**config.mk**
```make
export PLATFORM = sky130hd
export DESIGN_NAME = fc_feeder
export DESIGN_NICKNAME = d
export VERILOG_FILES = /design/src/rtl/cnn_pkg.sv /design/src/rtl/fc_pair_fifo.sv /design/src/rtl/fc_feeder.sv
export SDC_FILE = /design/constraint.sdc
export NUM_CORES = 1
export LEC_CHECK = 0
export BUFFER_PORTS_ARGS = -buffer_cell sky130_fd_sc_hd__buf_2
export CAP_MARGIN = 20
export CORE_MARGIN = 2
export CORE_UTILIZATION = 35
export DETAILED_ROUTE_END_ITERATION = 6
export PLACE_DENSITY_LB_ADDON = 0.08
export SKIP_CTS_REPAIR_TIMING = 1
export SYNTH_ARGS = -nofsm -noshare
export SYNTH_HDL_FRONTEND = slang
export SYNTH_HIERARCHICAL = 1
export SYNTH_SLANG_ARGS = --single-unit
```
**constraint.sdc**
```tcl
create_clock -name clk -period 3.13 [get_ports clk]
set_input_delay 0.4695 -clock clk [delete_from_list [all_inputs] [get_ports clk]]
set_output_delay 0.4695 -clock clk [all_outputs]
set_load 0.05 [all_outputs]
```
**src/rtl/cnn_pkg.sv**
```systemverilog
// Shared types and default sizes for the CNN datapath.
// The FC operand stream carries one fc_pair_t per transfer.
`timescale 1ns/1ps
package cnn_pkg;

  localparam int ACT_W   = 30;
  localparam int W_W     = 9;
  localparam int N_IN_FC = 3136;

  typedef enum logic [1:0] {
    IDLE  = 2'd0,
    RUN   = 2'd1,
    DRAIN = 2'd2,
    DONE  = 2'd3
  } fc_feed_state_t;

  typedef struct packed {
    logic [ACT_W-1:0] act;
    logic [W_W-1:0]   w;
    logic             last;
  } fc_pair_t;

endpackage

```
**src/rtl/fc_pair_fifo.sv**
```systemverilog
// Two-entry pair FIFO with a registered head entry.
// Push and pop may coincide; the caller never pushes into a full FIFO.
`timescale 1ns/1ps
module fc_pair_fifo
  import cnn_pkg::*;
(
  input  logic       clk,
  input  logic       rst,
  input  logic       push,
  input  fc_pair_t   push_data,
  input  logic       pop,
  output logic [1:0] count,
  output fc_pair_t   head
);

  fc_pair_t   head_q;
  fc_pair_t   tail_q;
  logic [1:0] count_q;

  always_ff @(posedge clk) begin
    if (rst) begin
      head_q  <= '0;
      tail_q  <= '0;
      count_q <= 2'd0;
    end else begin
      case ({push, pop})
        2'b10: begin
          if (count_q == 2'd0) head_q <= push_data;
          else                 tail_q <= push_data;
          count_q <= count_q + 2'd1;
        end
        2'b01: begin
          // With one entry left the head goes stale, but out_valid is low then.
          head_q  <= tail_q;
          count_q <= count_q - 2'd1;
        end
        2'b11: begin
          if (count_q == 2'd1) begin
            head_q <= push_data;
          end else begin
            head_q <= tail_q;
            tail_q <= push_data;
          end
        end
        default: ;
      endcase
    end
  end

  assign count = count_q;
  assign head  = head_q;

endmodule

```
**src/rtl/fc_feeder.sv**
```systemverilog
// Streams N_IN (activation, weight) pairs from two sync-read memories over a
// valid/ready port, one pair per cycle when the consumer keeps up.
`timescale 1ns/1ps
module fc_feeder
  import cnn_pkg::*;
#(
  parameter int N_IN   = N_IN_FC,
  parameter int ACT_W  = cnn_pkg::ACT_W,
  parameter int W_W    = cnn_pkg::W_W,
  parameter int ADDR_W = 12
) (
  input  logic              clk,
  input  logic              rst,
  input  logic              start,
  output logic              busy,
  output logic              act_rd_en,
  output logic [ADDR_W-1:0] act_addr,
  input  logic [ACT_W-1:0]  act_rdata,
  output logic              w_rd_en,
  output logic [ADDR_W-1:0] w_addr,
  input  logic [W_W-1:0]    w_rdata,
  output logic              out_valid,
  input  logic              out_ready,
  output logic [ACT_W-1:0]  out_act,
  output logic [W_W-1:0]    out_w,
  output logic              out_last,
  output logic              done,
  output logic [1:0]        dbg_state
);

  // Valid/ready: a pair transfers on any cycle with out_valid && out_ready;
  // while out_valid && !out_ready the pair is held and out_valid stays high.

  fc_feed_state_t    state_q, state_d;
  logic [ADDR_W-1:0] addr_q;
  logic              inflight_q;
  logic              inflight_last_q;
  logic [1:0]        count;
  fc_pair_t          head;
  fc_pair_t          push_data;
  logic              pop;
  logic              rd_en;
  logic              rd_last;
  logic [2:0]        occ;

  assign out_valid = (count != 2'd0);
  assign pop       = out_valid && out_ready;
  // Credit: slots already claimed after this cycle's pop; pop implies count >= 1.
  assign occ       = {1'b0, count} + {2'b00, inflight_q} - {2'b00, pop};
  assign rd_last   = (addr_q == ADDR_W'(N_IN - 1));
  assign push_data = '{act: act_rdata, w: w_rdata, last: inflight_last_q};

  always_comb begin
    state_d = state_q;
    rd_en   = 1'b0;
    case (state_q)
      IDLE:    if (start) state_d = RUN;
      RUN: begin
        rd_en = (occ < 3'd2);
        if (rd_en && rd_last) state_d = DRAIN;
      end
      DRAIN:   if (pop && head.last) state_d = DONE;
      DONE:    state_d = IDLE;
      default: state_d = IDLE;
    endcase
  end

  always_ff @(posedge clk) begin
    if (rst) begin
      state_q         <= IDLE;
      addr_q          <= '0;
      inflight_q      <= 1'b0;
      inflight_last_q <= 1'b0;
    end else begin
      state_q         <= state_d;
      inflight_q      <= rd_en;
      inflight_last_q <= rd_en && rd_last;
      if (state_q == IDLE && start) addr_q <= '0;
      else if (rd_en && !rd_last)   addr_q <= addr_q + 1'b1;
    end
  end

  fc_pair_fifo u_fifo (
    .clk       (clk),
    .rst       (rst),
    .push      (inflight_q),
    .push_data (push_data),
    .pop       (pop),
    .count     (count),
    .head      (head)
  );

  assign busy      = (state_q != IDLE);
  assign done      = (state_q == DONE);
  assign act_rd_en = rd_en;
  assign w_rd_en   = rd_en;
  assign act_addr  = addr_q;
  assign w_addr    = addr_q;
  assign out_act   = head.act;
  assign out_w     = head.w;
  assign out_last  = head.last;
  assign dbg_state = state_q;

endmodule

```
==> summary.txt <==
ratio of cells with drive above 1 in the final layout = 31.8%
DP Wirelength = 9270 um
Slew Limit Headroom = 39.9%
final hold viol count = 0
CTS Buf Count = 9
# Max-Cap Violations = 0
Starting Density = 35.8%
num rows = 44
PortBufs = 113
Detailed Route WL = 15,200 um
Worst Tran Pin Value = 0.902 ns
top routing layer in use = met4
Sink Count = 98
number of synthesized register bits = 98
setup TNS = 0 ns
DRC Markers = 0
clk buf depth = 2
final-report setup violation count = 0
EDFF count, synth = 0
via count = 4,769
cells after synthesis = 583
critical path arrival = 2.62 ns
H-tree depth = 3
Startpoint Class = flip-flop
top post-synthesis cells by area = dfxtp_1, a311oi_2, a21oi_1
met2 WL post-DR = 7180 um
worst-path cell chain = or2_4, and2_4, ha_4, nand2b_4, fa_1, inv_2, or3_4, inv_8, buf_8
vias per cell = 5.71
Worst Setup End Kind = output port
met3 wire length = 839 um
Mean Syn Cell Area = 8.88 um2
synthesized cell area = 0.00518 mm2
clk slew on worst S/H paths = 0.07 ns
Syn Nets = 640
total power draw = 6030 uW
Worst-Skew Late Latency = 0.34 ns
DIE AREA = 0.0158 mm2
initial antenna violation count = 1
vias in the first global route = 4,732
CP max stage delay = 0.55 ns
critical path's slowest cell = fa_1
DRT Pass-1 Iters = 5
Final Critical Period = 3.09 ns
Metal-1 WL = 6950 um
ys flop type = dfxtp_1
routed length per instance = 18.2 um
first-pass GRT wire length = 24,700 um
NumNets Final = 703
Final Skew = 0.00713 ns
Cells on Worst Hold Path = 3
class of the worst hold path = in2reg
Static Leak = 0.00229 uW
Remaining Overflow, GRT = 0
final worst-path cycle share = 98.6%
DR iter-0 viols = 349
antenna-violating nets left = 0
total track usage = 19.0%
synth cell count leaders = dfxtp_1, a21oi_1, o21ai_0, clkbuf_1
Die H = 126 um
Yosys top cell by area = dfxtp_1
FF-to-FF path depth = 10
share of the synthesized area in the top cell type = 37.9%
outcome = completed
Max IR drop VDD = 0.512 mV
Unique masters post-synth = 40
synth warn = 6
fmax = 324 MHz
Core Region = 0.0145 mm2
unrepaired setup endpoints after global routing = true
CTS tree = built
post-synthesis to final-layout area growth = 19.7%
Req. time, crit path = 2.66 ns
Final Wtd Congestion = 0.756
P per Cell Area = 974 mW/mm2
top-count cell post-synth = dfxtp_1
die width = 126 um
total I/O pin count = 114
root buf cell = clkbuf_16
sequential area share after synthesis = 37.9%
share of flip-flops with an asynchronous set or reset = 0%
largest net degree at the start of global routing = 79
crit path max fanout = 5
Final Max Tran Viols = 0
Setup Crit Path Kind = reg2out
-- logic make-up (layout without fill, tap and decap cells) --
family                   after synthesis  after routing  share of synthesized area, %
other                                  0              1                             0
buffers and inverters                 95            162                          8.68
adder cells (fa/ha/maj)               14             14                          3.53
XOR/XNOR                               3              3                         0.508
AND/OR/NAND/NOR                       64             64                          6.48
AO/OA/AOI/OAI                        303            303                          41.8
multiplexers                           6              6                          1.16
flip-flops                            98             98                          37.9
-- final timing paths --
check                    from                 to  slack (ns)
max           u_fifo/count[1]          act_rd_en        0.04
min             act_rdata[28]  u_fifo/tail_q[38]        0.41
max reg2reg   u_fifo/count[1]        act_addr[5]        0.29
min reg2reg  u_fifo/tail_q[7]   u_fifo/tail_q[7]        0.47
-- worst max-delay path: cells and delay by family, from the launching register on --
family        cells  cell delay, ns
buf+inv           3            0.26
fa+ha+maj         2            0.75
simple gates      4            0.94
flops             1            0.32
-- registers in the layout, summed over array words and instances, names as in the netlist --
register / flops
act_addr: 12
dbg_state: 2
inflight_last_q: 1
inflight_q: 1
u_fifo/count: 2
u_fifo/head: 40
u_fifo/tail_q: 40
-- metrics by stage --
stage	std cells	utilization (%)	area (um2)	hold slack, ns	setup slack (ns)
detailed placement	817	40.4	5840	0.457	0.0607
global placement	817	40.4	5840	0.451	0.0931
floorplan	583	-	5200	0.445	0.0180
global route	834	42.8	6190	0.399	-0.0289
finish	835	42.8	6200	0.408	0.0425
CTS	832	42.3	6130	0.392	-0.275
-- cells in the final DEF, fill, tap and decap left out, drive strengths merged, types with 2 or more instances in the layout --
master	Yosys	routed
xor2	3	3
nor3	2	2
buf	22	134
and3	2	2
nand3	4	4
nand2	19	19
nor4	3	3
o31ai	41	41
or3	3	3
nand4	2	2
inv	13	13
ha	13	13
o21ai	84	84
mux2i	6	6
a21oi	85	85
or4	3	3
a311oi	40	40
o211ai	41	41
dfxtp	98	98
nor2	10	10
a41o	4	4
clkbuf	60	12
and2	5	5
nor2b	4	4
a31oi	4	4
nand2b	5	5
clkinv	0	2
-- layout make-up --
class | count | area, um2
Fill cell | 1452 | 8280
Multi-Input combinational cell | 390 | 2840
Sequential cell | 98 | 1960
Timing Repair Buffer | 134 | 821
Clock buffer | 12 | 246
Tap cell | 184 | 230
Inverter | 13 | 56.3
Clock inverter | 3 | 40.0
Antenna cell | 1 | 2.50
-- per-layer routing --
metal | global-route usage [%] | up-vias
li1 | - | 2328
met1 | 24.8 | 2305
met2 | 31.4 | 121
met3 | 3.91 | 15
met4 | 6.41 | 0
met5 | 0 | -
-- where the power goes --
| part | internal (uW) | leakage [uW] | switching (uW) |
|---|---|---|---|
| Sequential | 1560 | 0.000797 | 171 |
| Combinational | 977 | 0.00135 | 2220 |
| Clock | 636 | 0.000142 | 469 |
Note: power is estimated with default switching activity, not from simulation.
